File: src/rtl/fault_campaign_ctrl.sv
// fault_campaign_ctrl
//   Runs a campaign of single-core fault injections against the three
//   lockstepped Main_core instances. The target rotates A -> B -> C -> A.
//   After each pulse the block watches Voter_state for the matching
//   detection. It records hits, misses and spurious flags, and the latency
//   of the most recent hit. It only drives inject_* and observes the voter.
//
// Ports
//   clk            system clock
//   rst_in         asynchronous active-low reset
//   enable         level; high runs the campaign, low aborts it
//   core_hold      high while Lockstep recovery is in progress
//   Voter_state    bit0/1/2 = core A/B/C outvoted this cycle
//   inject_A/B/C   registered fault pulses, at most one high at a time
//   busy           campaign active (WAIT/INJECT/OBSERVE/RECOVER)
//   done           campaign complete, held until enable drops
//   target         current target core (0=A, 1=B, 2=C)
//   detect_count   correct-core detections (saturating)
//   miss_count     injections not detected within TIMEOUT (saturating)
//   spurious_count detections on a non-target core (saturating)
//   last_latency   latency of the most recent detected injection
module fault_campaign_ctrl #(
  parameter int INTERVAL  = 64,
  parameter int PULSE_LEN = 1,
  parameter int TIMEOUT   = 32,
  parameter int NUM_INJ   = 16
) (
  input  logic       clk,
  input  logic       rst_in,
  input  logic       enable,
  input  logic       core_hold,
  input  logic [2:0] Voter_state,
  output logic       inject_A,
  output logic       inject_B,
  output logic       inject_C,
  output logic       busy,
  output logic       done,
  output logic [1:0] target,
  output logic [7:0] detect_count,
  output logic [7:0] miss_count,
  output logic [7:0] spurious_count,
  output logic [7:0] last_latency
);

  localparam logic [15:0] IVL_LAST  = 16'(INTERVAL - 1);
  localparam logic [3:0]  PULSE_MAX = 4'(PULSE_LEN);
  localparam logic [7:0]  TMO       = 8'(TIMEOUT);
  localparam logic [7:0]  NINJ      = 8'(NUM_INJ);

  typedef enum logic [2:0] {
    ST_IDLE    = 3'd0,
    ST_WAIT    = 3'd1,
    ST_INJECT  = 3'd2,
    ST_OBSERVE = 3'd3,
    ST_RECOVER = 3'd4,
    ST_DONE    = 3'd5
  } state_t;

  state_t      state_q, state_d;
  logic [15:0] ivl_q, ivl_d;
  logic [3:0]  pulse_q, pulse_d;
  logic [7:0]  lat_q, lat_d;
  logic [7:0]  inj_cnt_q, inj_cnt_d;
  logic [1:0]  target_q, target_d;
  logic [7:0]  det_q, det_d;
  logic [7:0]  miss_q, miss_d;
  logic [7:0]  spur_q, spur_d;
  logic [7:0]  last_lat_q, last_lat_d;
  logic [2:0]  inj_q, inj_d;
  logic        busy_q, busy_d;
  logic        done_q, done_d;

  logic [2:0]  tgt_mask;
  logic [7:0]  inj_cnt_inc;
  logic        in_busy_state;

  function automatic logic [7:0] sat_inc(input logic [7:0] v);
    return (v == 8'hFF) ? v : v + 8'd1;
  endfunction

  function automatic logic [2:0] onehot(input logic [1:0] t);
    case (t)
      2'd0:    return 3'b001;
      2'd1:    return 3'b010;
      2'd2:    return 3'b100;
      default: return 3'b000;
    endcase
  endfunction

  always_comb begin
    state_d     = state_q;
    ivl_d       = ivl_q;
    pulse_d     = pulse_q;
    lat_d       = lat_q;
    inj_cnt_d   = inj_cnt_q;
    target_d    = target_q;
    det_d       = det_q;
    miss_d      = miss_q;
    spur_d      = spur_q;
    last_lat_d  = last_lat_q;
    inj_d       = 3'b000;
    tgt_mask    = onehot(target_q);
    inj_cnt_inc = inj_cnt_q + 8'd1;
    in_busy_state = (state_q == ST_WAIT) || (state_q == ST_INJECT) ||
                    (state_q == ST_OBSERVE) || (state_q == ST_RECOVER);

    // Abort wins over everything else: counts stay as they are and the
    // pulse is dropped on this same edge because inj_d defaults to 0.
    if (in_busy_state && !enable) begin
      state_d = ST_IDLE;
    end else begin
      case (state_q)
        ST_IDLE: begin
          if (enable) begin
            state_d    = ST_WAIT;
            ivl_d      = 16'd0;
            inj_cnt_d  = 8'd0;
            target_d   = 2'd0;
            det_d      = 8'd0;
            miss_d     = 8'd0;
            spur_d     = 8'd0;
            last_lat_d = 8'd0;
          end
        end

        ST_WAIT: begin
          // Only quiet cycles count toward the interval.
          if (!core_hold && (Voter_state == 3'b000)) begin
            if (ivl_q == IVL_LAST) begin
              state_d = ST_INJECT;
              ivl_d   = 16'd0;
              pulse_d = 4'd1;
              lat_d   = 8'd1;
              inj_d   = tgt_mask;
            end else begin
              ivl_d = ivl_q + 16'd1;
            end
          end
        end

        ST_INJECT, ST_OBSERVE: begin
          if ((Voter_state & tgt_mask) != 3'b000) begin
            det_d      = sat_inc(det_q);
            last_lat_d = lat_q;
            state_d    = ST_RECOVER;
          end else begin
            if ((Voter_state & ~tgt_mask) != 3'b000) begin
              spur_d = sat_inc(spur_q);
            end
            if (lat_q == TMO) begin
              miss_d  = sat_inc(miss_q);
              state_d = ST_RECOVER;
            end else begin
              lat_d = lat_q + 8'd1;
              if (state_q == ST_INJECT) begin
                // A rising core_hold cuts the pulse short.
                if ((pulse_q == PULSE_MAX) || core_hold) begin
                  state_d = ST_OBSERVE;
                end else begin
                  pulse_d = pulse_q + 4'd1;
                  inj_d   = tgt_mask;
                end
              end
            end
          end
        end

        ST_RECOVER: begin
          if (!core_hold && (Voter_state == 3'b000)) begin
            inj_cnt_d = inj_cnt_inc;
            target_d  = (target_q == 2'd2) ? 2'd0 : target_q + 2'd1;
            state_d   = (inj_cnt_inc == NINJ) ? ST_DONE : ST_WAIT;
          end
        end

        ST_DONE: begin
          if (!enable) begin
            state_d = ST_IDLE;
          end
        end

        default: state_d = ST_IDLE;
      endcase
    end

    busy_d = (state_d == ST_WAIT) || (state_d == ST_INJECT) ||
             (state_d == ST_OBSERVE) || (state_d == ST_RECOVER);
    done_d = (state_d == ST_DONE);
  end

  always_ff @(posedge clk or negedge rst_in) begin
    if (!rst_in) begin
      state_q    <= ST_IDLE;
      ivl_q      <= 16'd0;
      pulse_q    <= 4'd0;
      lat_q      <= 8'd0;
      inj_cnt_q  <= 8'd0;
      target_q   <= 2'd0;
      det_q      <= 8'd0;
      miss_q     <= 8'd0;
      spur_q     <= 8'd0;
      last_lat_q <= 8'd0;
      inj_q      <= 3'b000;
      busy_q     <= 1'b0;
      done_q     <= 1'b0;
    end else begin
      state_q    <= state_d;
      ivl_q      <= ivl_d;
      pulse_q    <= pulse_d;
      lat_q      <= lat_d;
      inj_cnt_q  <= inj_cnt_d;
      target_q   <= target_d;
      det_q      <= det_d;
      miss_q     <= miss_d;
      spur_q     <= spur_d;
      last_lat_q <= last_lat_d;
      inj_q      <= inj_d;
      busy_q     <= busy_d;
      done_q     <= done_d;
    end
  end

  assign inject_A       = inj_q[0];
  assign inject_B       = inj_q[1];
  assign inject_C       = inj_q[2];
  assign busy           = busy_q;
  assign done           = done_q;
  assign target         = target_q;
  assign detect_count   = det_q;
  assign miss_count     = miss_q;
  assign spurious_count = spur_q;
  assign last_latency   = last_lat_q;

endmodule
File: config.mk
export PLATFORM = sky130hd
export DESIGN_NAME = fault_campaign_ctrl
export DESIGN_NICKNAME = d
export VERILOG_FILES = /design/src/rtl/fault_campaign_ctrl.sv
export SDC_FILE = /design/constraint.sdc
export NUM_CORES = 1
export LEC_CHECK = 0
export CAP_MARGIN = 30
export CORE_ASPECT_RATIO = 0.9
export CORE_MARGIN = 4
export CORE_UTILIZATION = 56
export CTS_CLUSTER_DIAMETER = 40
export DETAILED_ROUTE_END_ITERATION = 8
export GPL_TIMING_DRIVEN = 0
export PLACE_DENSITY = 0.79
export SYNTH_ARGS = -nofsm -noshare
export SYNTH_HDL_FRONTEND = slang
export SYNTH_SLANG_ARGS = --single-unit
File: constraint.sdc
create_clock -name clk -period 2.7 [get_ports clk]
set_input_delay 0.81 -clock clk [delete_from_list [all_inputs] [get_ports clk]]
set_output_delay 0.81 -clock clk [all_outputs]
set_load 0.1 [all_outputs]
## Yosys cells after proc, flatten, opt, wreduce, memory -nomap -nowiden

Index checks and enable logic that the tools add are counted.

- Flip-flop bits (word level): 78
- Bits of input ports: 7
- Output and inout port bits: 39

- Add/subtract/negate cells: 8
- Equality and inequality tests: 33
- Mux-type cells: 57
- Bitwise logic cells: 4
- Reduce and logical (&&, ||, !) cells: 29

Operators by type and width:

| cell | number |
|---|---|
| $mux 8 | 15 |
| $pmux 8 s2 | 6 |
| $mux 3 | 18 |
| $mux 16 | 3 |
| $add 8x1->8 const B | 5 |
| $pmux 16 s2 | 1 |
| $eq 8x8->1 const B | 3 |
| $mux 4 | 6 |
| $ne 2x2->1 const B | 11 |
| $reduce_and 6->1 | 3 |
| $add 16x1->16 const B | 1 |
| $eq 16x6->1 const B | 1 |
| $pmux 3 s5 | 1 |
| $eq 3x2->1 const B | 4 |
| $eq 3x3->1 const B | 4 |
| $reduce_and 4->1 | 3 |
| $pmux 3 s3 | 1 |
| $eq 8x5->1 const B | 1 |
| $eq 8x6->1 const B | 1 |
| $pmux 4 s2 | 1 |
| $reduce_and 8->1 | 1 |
| $reduce_bool 2->1 | 4 |
| $logic_or 1x1->1 | 7 |
| $and 3x3->3 | 2 |
| 19 further kinds | 28 |

## Depth between registers and ports, before layout

Gate-level depths: netlist of the first run.

- Word-level depth: 12
- Depth in mapped cells: 10

## Worst setup path before layout of the first run

No wires, ideal clock.

- Kind: reg-to-reg
- Start point: register target_q[1] (netlist: target[1])
- End point: register lat_q[6]
- Data arrival time: 2.671 ns
- Slack: -0.099 ns
- Stages on the path, launching flop included: 10
- Path buffers: 3
- Clock period less this slack: 2.799 ns
- Cell sequence: dfrtp_1 > buf_4 > mux2i_1 > o21ai_0 > or3_1 > clkbuf_1 > a21boi_0 > buf_2 > o21ai_0 > o31ai_1

- Cells in the longest elaborated chain, start to end: 6

RTL lines:

| item | RTL line | source |
|---|---|---|
| from (decl) | 64 | `logic [1:0] target_q, target_d;` |
| from (signal assigned) | 212 | `target_q <= target_d;` |
| $eq 2x2->1 (tied with other cells) | 82 | `case (t)` |
| $pmux 3 s3 * | 82 |  |
| $and 3x3->3 * | 142 | `if ((Voter_state & tgt_mask) != 3'b000) begin` |
| $reduce_bool 3->1 * | 142 |  |
| $ne 2x2->1 (no source line) * | n/a |  |
| $reduce_and 6->1 (no source line) * | n/a |  |
| to (signal assigned) | 210 | `lat_q <= lat_d;` |
| to (decl) | 62 | `logic [7:0] lat_q, lat_d;` |

Mark *: on every way between the ends. The rest lies on a longest branch, timed or not.
A chain may end at the register's enable or synchronous reset.

## Worst setup path after layout of the first run

- Start point: register target_q[0] (netlist: target[0])
- End point: output port target[0]

RTL lines:

| item | RTL line | source |
|---|---|---|
| to (decl) | 38 | `output logic [1:0] target,` |

No word-level cell between the ends.

==> results_dict.tcl, run 1 <==
set metrics [dict create \
    final_core_util_pct 69.51 \
    crit_path_start "target[0]" \
    slew_violations 0 \
    crit_required_ns 1.89 \
    synth_edf_count 0 \
    grt_pass1_vias 3542 \
    grt_usage_pct 23.18 \
    grt_pass1_wl_um 16580 \
    rows 29 \
    synthesis.area_per_instance_sq_um 9.257 \
    setup_viol 0 \
    drt_pass1_iterations 5 \
    slowest_delay_ns 1.15 \
    crit_path_cell_trace "clkdlybuf4s50_1" \
    drt-initial-drc-count 223 \
    antenna_cells 0 \
    setup.worst_path.start_class "flop" \
    ir_drop_v 0.0002632 \
    cts_tree "built" \
    path_class "flop to output pin" \
    antenna_found_initial 0 \
    maxCapViolations 0 \
    crit_arrival_ns 1.86 \
    syn_nets 461 \
    rsz0062_at_grt "no" \
    finalWeightedCongestion 0.8936 \
    slew_headroom_pct 34.80 \
    yosysSeqAreaShare_pct 47.49 \
    fp.dieH_um 89.28 \
    cp_slowest_cell "clkdlybuf4s50_1" \
    synthToLayoutAreaGrowth_pct 20.27 \
    synth_cell_types 45 \
    crit_fanout 2 \
    io-pin-count 46 \
    ant_nets 0 \
    routed_wl_um 9799 \
    viasPerCell 6.036 \
    clock-sinks 78 \
    die_w_um 98.31 \
    start_util_pct 57.79 \
    htree_levels 3 \
    reg2reg_to "pulse_q[3]" \
    grt_max_degree 51 \
    dp_hpwl_um 6684 \
    cp_num_cells 1 \
    yosys_warnings 0 \
    min_period_ns 2.671 \
    syn_inst 444 \
    io_buffers 44 \
    hold_class "input port to asynchronous set/reset pin" \
    path_buf_inv 1 \
    drc 0 \
    worstMarginPinSlew_ns 0.9750 \
    wire_per_inst_um 16.22 \
    insertion_delay_ns 0.35 \
    nets 523 \
    vias 3646 \
    synth_seq_cells 78 \
    ctsLongestPathBuffers 2 \
    cts-root-buf "clkbuf_8" \
    period_share_pct 98.94 \
    syn-cell-area_sq_mm 0.004110 \
    clk_pin_slew_worst_paths_ns 0.08 \
    synth_ff_type "dfrtp_1" \
    end_kind "output pin" \
    rr_worst_depth 7 \
    finalHoldViolations 0 \
    drive_gt1_share_pct 8.219 \
    critical_path.top_delay_family "buffers and inverters" \
    fmax_ghz 0.3744 \
    grt-ovfl-total 0 \
    synth_top_area_cell "dfrtp_1" \
    power.total_mw 2.711 \
    outcome "finished clean" \
    clock_skew_ns 0.009952 \
    async_flop_share_pct 100.0 \
    cellLeakagePower_nw 2.258 \
    r2r_start "ivl_q[0]" \
    r2r_slack_ns 0.25 \
    dieArea_sq_mm 0.008776 \
    yosys-top-cells-area "dfrtp_1 47%, o21ai_0 5.7%, nor2_1 4.0%" \
    synth_top_area_share_pct 47.49 \
    cts_buffers 9 \
    power_density_mw_per_mm2 548.4 \
    core_sq_mm 0.007112 \
]
==> placed cells by master, fill, tap and decap left out, drive strengths merged, types with 7 or more instances in the layout <==
cell / n
a21oi: 8
a22o: 10
a31oi: 8
and3: 12
buf: 15
clkbuf: 21
clkdlybuf4s50: 15
dfrtp: 78
dlygate4sd2: 27
ha: 10
inv: 14
nand2: 42
nand2b: 11
nand3: 22
nand4: 15
nor2: 44
nor3: 8
nor4: 7
o21ai: 48
o31ai: 17
xnor2: 13
xor2: 10
==> cells by family (layout without fill, tap and decap cells) <==
kind of cell | count (synthesis) | after routing | share of synthesized area (%)
simple gates | 193 | 193 | 24.26
compound gates | 108 | 108 | 16.68
flops | 78 | 78 | 47.49
buf+inv | 30 | 97 | 3.136
xor+xnor | 23 | 23 | 4.901
fa+ha+maj | 10 | 10 | 3.044
mux | 2 | 2 | 0.4871
==> final cells by class <==
cell class / count / area (sq um)
plain buffers: 15 / 72.57
inverters: 14 / 52.55
clock inverters: 4 / 45.04
multi-input cells: 336 / 2062
fillers: 600 / 2168
repair buffers: 52 / 486.7
well taps: 93 / 116.4
flip-flops and latches: 78 / 1953
clock buffers: 12 / 155.1
==> state kept, by name (all words and copies together) (netlist names), 4 cells and up <==
name	flops
ivl_q	16
detect_count	8
inj_cnt_q	8
last_latency	8
lat_q	8
miss_count	8
spurious_count	8
pulse_q	4
==> how the worst max path moves through the flow <==
stage | to | slack (ns)
floorplan | busy | 0.03
global placement | target[1] | -2.22
detailed placement | busy | -0.85
CTS | target[0] | 0.02
global route | ivl_q[10] | 0.001
finish | target[0] | 0.03
==> cells in the mapped netlist (all sizes together), types with 3 or more instances <==
master  number
o31ai       17
a22o        10
nand3       22
clkbuf      10
nand2       42
dfrtp       78
o22ai        4
nor4         7
nand2b      11
a31oi        8
o21ai       48
inv         14
nor4b        3
or3          5
buf          6
or4          3
ha          10
xnor2       13
xor2        10
nor3         8
and3        12
nor2        44
nand4       15
nor2b        4
a21oi        8
o211ai       5
and4         5
and2         3
==> timing repair <==
item,4_1_cts,5_1_grt
buffers inserted,5,2
endpoints found under the setup margin,55,13
hold buffers,0,0
resized for setup,34,4
pin swaps,3,2
==> per-stage QoR <==
stage / hold WS (ns) / TNS [ns] / cells / instance area (sq um) / setup slack (ns)
floorplan: 0.4459 / 0 / 444 / 4111 / 0.03202
global placement: 0.4637 / -169.91 / 581 / 4668 / -2.218
detailed placement: 0.4782 / -23.93 / 582 / 4693 / -0.8538
CTS: 0.3955 / 0 / 602 / 4911 / 0.02183
global route: 0.4076 / 0 / 604 / 4943 / 0.001103
finish: 0.3867 / 0 / 604 / 4943 / 0.02873
==> where the power goes <==
part	leakage (nW)	total, mW	internal (mW)	switching (mW)
logic	1.08	0.566	0.165	0.401
clock network	0.106	0.899	0.474	0.425
registers	1.07	1.25	1.21	0.0387
==> layer usage <==
layer,part of all wire [%],GRT usage [%],vias to the layer above
met4,1.1,7.568,0
met5,0,0,-
met3,5.5,4.914,11
met2,47,36.83,116
li1,-,-,1735
met1,46,32.23,1784
No activity file was read; power rests on OpenSTA's default activity.
==> run 2: changes to the inputs <==
- CORE_UTILIZATION: 56 -> 55
- CTS_CLUSTER_DIAMETER: 40 -> 150
- PLACE_DENSITY: 0.79 -> 0.78
- SKIP_LAST_GASP: not set -> 1
==> run 2 against run 1 <==
Against the previous run: register-to-register slack better by 0.09 ns; largest power group unchanged; first-iteration DRC count shrank 23%; power increased by 1.0%.
==> results_dict.tcl, run 2 (synthesized netlist as in run 1, its figures left out) <==
set metrics [dict create \
    drt_pass1_iterations 4 \
    vias 3568 \
    fillCellCount 573 \
    io_buffers 44 \
    path_buf_inv 1 \
    end_kind "output pin" \
    clk_pin_slew_worst_paths_ns 0.08 \
    seqCellArea_sq_mm 0.001953 \
    crit_path_cell_trace "clkdlybuf4s50_1" \
    core_sq_mm 0.007148 \
    clock-sinks 78 \
    path_class "flop to output pin" \
    outcome "finished clean" \
    grt_pass1_wl_um 16570 \
    grt_max_degree 49 \
    min_period_ns 2.650 \
    slew_violations 0 \
    ant_nets 0 \
    fin_cells 601 \
    dieArea_sq_mm 0.008922 \
    start_util_pct 57.50 \
    dp_hpwl_um 6582 \
    clock_skew_ns 0.01023 \
    rows 29 \
    drc 0 \
    finalHoldViolations 0 \
    slowest_delay_ns 1.13 \
    cts_buffers 9 \
    synthToLayoutAreaGrowth_pct 20.30 \
    insertion_delay_ns 0.35 \
    finalWeightedCongestion 0.9326 \
    multi_input_area_sq_mm 0.002068 \
    grt_pass1_vias 3534 \
    r2r_start "lat_q[4]" \
    fmax_ghz 0.3773 \
    top_register "ivl_q" \
    io-pin-count 46 \
    setup_viol 0 \
    drive_gt1_share_pct 7.677 \
    cts_tree "built" \
    nets 521 \
    crit_required_ns 1.89 \
    setup.worst_path.start_class "flop" \
    drt-initial-drc-count 171 \
    dpl.cell_count 582 \
    crit_path_start "last_latency[7]" \
    ctsLongestPathBuffers 2 \
    critical_path.top_delay_family "buffers and inverters" \
    mostFrequentLayoutCells "77 x dfrtp_1, 47 x o21ai_0, 44 x nor2_1, 42 x nand2_1, 27 x dlygate4sd2_1" \
    routed_wl_um 9553 \
    rsz0062_at_grt "no" \
    grt_usage_pct 22.28 \
    slew_headroom_pct 34.91 \
    crit_fanout 2 \
    power_density_mw_per_mm2 553.9 \
    antenna_cells 0 \
    period_share_pct 98.16 \
    finalSetupTns_ns 0 \
    cts-root-buf "clkbuf_8" \
    cellLeakagePower_nw 2.312 \
    fp.dieH_um 90.01 \
    largest_reg_flops 16 \
    layout_commonest_cell "dfrtp_1" \
    final_core_util_pct 69.18 \
    antenna_found_initial 0 \
    cp_slowest_cell "clkdlybuf4s50_1" \
    htree_levels 3 \
    worstMarginPinSlew_ns 0.9733 \
    placed_area_sq_mm 0.004693 \
    viasPerCell 5.937 \
    crit_arrival_ns 1.84 \
    final_area_sq_mm 0.004945 \
    maxCapViolations 0 \
    hold_class "input port to asynchronous set/reset pin" \
    wire_per_inst_um 15.90 \
    ctsHoldBuffers 0 \
    grt-ovfl-total 0 \
    die_w_um 99.13 \
    ir_drop_v 0.0002901 \
]
## run 2: cell types whose count changed in the layout (fill, tap and decap cells not counted), sizes merged
cell / previous run / this run
buf: 15 / 13
clkdlybuf4s50: 15 / 12
bufinv: 1 / 2
dlymetal6s2s: 1 / 4
clkbuf: 21 / 19
## run 2: where the power goes
| part | internal [mW] | total (mW) | switching (mW) | leakage [nW] |
|---|---|---|---|---|
| logic | 0.165 | 0.564 | 0.399 | 1.13 |
| clock network | 0.511 | 0.926 | 0.415 | 0.106 |
| registers | 1.21 | 1.25 | 0.0410 | 1.07 |
| total | 1.88 | 2.74 | 0.855 | 2.31 |
## run 2: worst register-to-register path, stage by stage (launching register included)
cell and delay, ns:
dfrtp_1 0.45, nor4b_1 0.59, o211ai_1 0.24, a211oi_2 0.56, nand4_1 0.18, xor2_1 0.16, nor2_1 0.06
## run 2: area by class of cell
cell class                      instances  area share [%]
Clock inverter                          5           1.518
Timing Repair Buffer                   50           9.691
Inverter                               14           1.063
Buffer                                 15           1.468
Sequential cell                        78           39.50
Multi-Input combinational cell        336           41.83
Tap cell                               93           2.353
Clock buffer                           10           2.581
## run 2: repair_timing
action                     CTS  global route
setup endpoints to repair   54            26
buffers inserted             3             2
pin swaps                    3             2
resized for setup           32             9
## run 2: path summary, 6_finish.rpt
path,to,slack (ns),depth (start not counted)
max,last_latency[7],0.05,1
min,ivl_q[10],0.39,1
max reg2reg,miss_count[7],0.34,6
min reg2reg,last_latency[0],0.48,2
max in group asynchronous,spurious_count[0],1.73,2
min in group clk,last_latency[0],0.48,2
## run 2: layer usage
metal | part of all wire [%] | up-vias | global-route usage (%)
met1 | 47 | 1736 | 31.63
li1 | - | 1730 | -
met2 | 47 | 90 | 34.28
met4 | 1.3 | 0 | 6.030
met5 | 0 | - | 0
met3 | 4.6 | 12 | 5.186
## run 2: through the flow
| stage | hold slack [ns] | power (mW) | setup slack (ns) |
|---|---|---|---|
| 2_1_floorplan | 0.4459 | 1.639 | 0.03202 |
| 3_3_place_gp | 0.4638 | 1.791 | -2.234 |
| 3_5_place_dp | 0.4703 | 1.812 | -0.7777 |
| 4_1_cts | 0.3950 | 2.742 | 0.004732 |
| 5_1_grt | 0.4124 | 2.873 | 0.0007738 |
| 6_report | 0.3870 | 2.739 | 0.04971 |
==> RTL edit: new RTL, flow settings as in run 2 <==
`TIMEOUT`: 32 -> 24.
--- a/src/rtl/fault_campaign_ctrl.sv
+++ b/src/rtl/fault_campaign_ctrl.sv
@@ -22,7 +22,7 @@
 module fault_campaign_ctrl #(
   parameter int INTERVAL  = 64,
   parameter int PULSE_LEN = 1,
-  parameter int TIMEOUT   = 32,
+  parameter int TIMEOUT   = 24,
   parameter int NUM_INJ   = 16
 ) (
   input  logic       clk,
Behaviour: no difference found for any inputs over 10 cycles, from zero or initial values and one cycle with rst_in low; that may be too few to reach the edited logic, so the function may still have changed.
==> RTL edit against run 2 <==
Routed wire length up 13%. Register-to-register slack worse by 270 ps. Power down 6.3%. Fmax down 0.71%. Synthesized cell count up 8.3%. Worst setup slack worse by 19 ps. Final area up 6.5%. Area after synthesis up 7.1%. Sequential cell count unchanged. Critical path type is now input pin to register. Highest routed layer unchanged.
==> RTL edit: results (changes against run 2) <==
wire length on met1 4885 um (+8.8%); Total GRT Usage 23.15% (+0.87 points); met3 wire len 731 um (+65%); vias 4055 (+14%); clk_skew 9.174 ps (-1.055 ps); Post-DP Area 4987 sq um (+6.3%); vias in the first global route 3665 (+3.7%); RR Endpoint miss_count[4]$_DFFE_PN0P_; delay-heaviest family, CP simple AND/OR/NAND/NOR gates; syn_nets 498 (+8.0%); R2R Setup Slk 70 ps (-270 ps); CP max stage delay 560 ps (-570 ps); CP Launch Point Voter_state[2]; Syn Inst Count 481 (+8.3%); pre-CTS setup slack -702.9 ps (+74.79 ps); Worst setup EP type register; First DRT Iteration DRCs 268 (+57%); GP Congestion 0.8511 (-8.7%); Placed Instances 622 (+6.9%); grt met1 use 31.64% (about the same); status finished, final reports clean; Final HPWL DP 7533 um (+14%); Final WS setup 30.74 ps (-18.97 ps); Worst R2R Path Depth 8 (+2); end point of the critical path inj_q[2]$_DFF_PN0_; Via density 6.336 (+6.7%); Worst-Margin Slew 1044 ps (+70.97 ps); FF-to-FF Start lat_q[0]$_DFFE_PN0P_; fillers 610 (+6.5%); Pre-Repair DR Iteration Count 5 (+1); first-pass GRT wire length 17550 um (+6.0%); XOR/XNOR Fraction of Synth Area 1.592% (-3.3 points); largest fanout on the critical path 8 (+6); DR WL/cell 16.83 um (+5.9%); met2 usage 36.74% (+2.5 points); width of the die 102.3 um (+3.2%); post-synthesis compound-gate area fraction 20.81% (+4.1 points); met3 global-route usage 5.572% (+0.39 points); sequential group share of total power 47.5% (+1.9 points); mux share of post-synthesis cell area 2.501% (+2.0 points); share of cells above drive strength 1 9.559% (+1.9 points); leakage 0.002391 uW (+3.4%); Async SR Flop Fraction 100.0% (unchanged); met2 wire length 5017 um (+12%); Max VDD drop 0.0003077 V (+6.1%); Post-synth top cells dfrtp_1, nand2_1, o21ai_0; final hold slack 415.4 ps (+28.48 ps); Seq/Total Area, Yosys 44.34% (-3.1 points); fraction of power spent switching nets 33.42% (+2.2 points); synth top area cells dfrtp_1, o21ai_0, nand2_1, nand3_1, a21oi_1; area share of fa/ha/maj cells after synthesis 2.843% (-0.20 points); NumNets Final 556 (+6.7%); Distinct cells, synth 62 (+38%); largest net degree at the start of global routing 43 (-12%); power per cell area 487.7 nW/um^2 (-12%)
[RTL edit: cell count changes in the layout (fill, tap and decap cells not counted), moves of 8 or more]
cell and delta:
nor2_1 -24, xor2_1 -8, mux2i_1 +9, nand2_1 +8, a21oi_1 +18, or4_1 +8
or3_1 +8
[RTL edit: final cells by class]
| class | instances | area [sq um] | share of cell area (%) |
|---|---|---|---|
| plain buffers | 19 | 93.84 | 1.782 |
| clock buffers | 12 | 145.1 | 2.757 |
| clock inverters | 4 | 22.52 | 0.4278 |
| inverters | 19 | 71.32 | 1.355 |
| multi-input cells | 365 | 2396 | 45.51 |
| flip-flops and latches | 78 | 1953 | 37.10 |
| well taps | 96 | 120.1 | 2.281 |
| repair buffers | 47 | 462.9 | 8.793 |
[RTL edit: what timing repair did]
item / in CTS / in global routing
gates cloned: 1 / 0
buffers inserted: 1 / 0
pin swaps: 1 / 5
endpoints found under the setup margin: 59 / 43
hold buffers: 0 / 0
gates resized for setup: 34 / 26
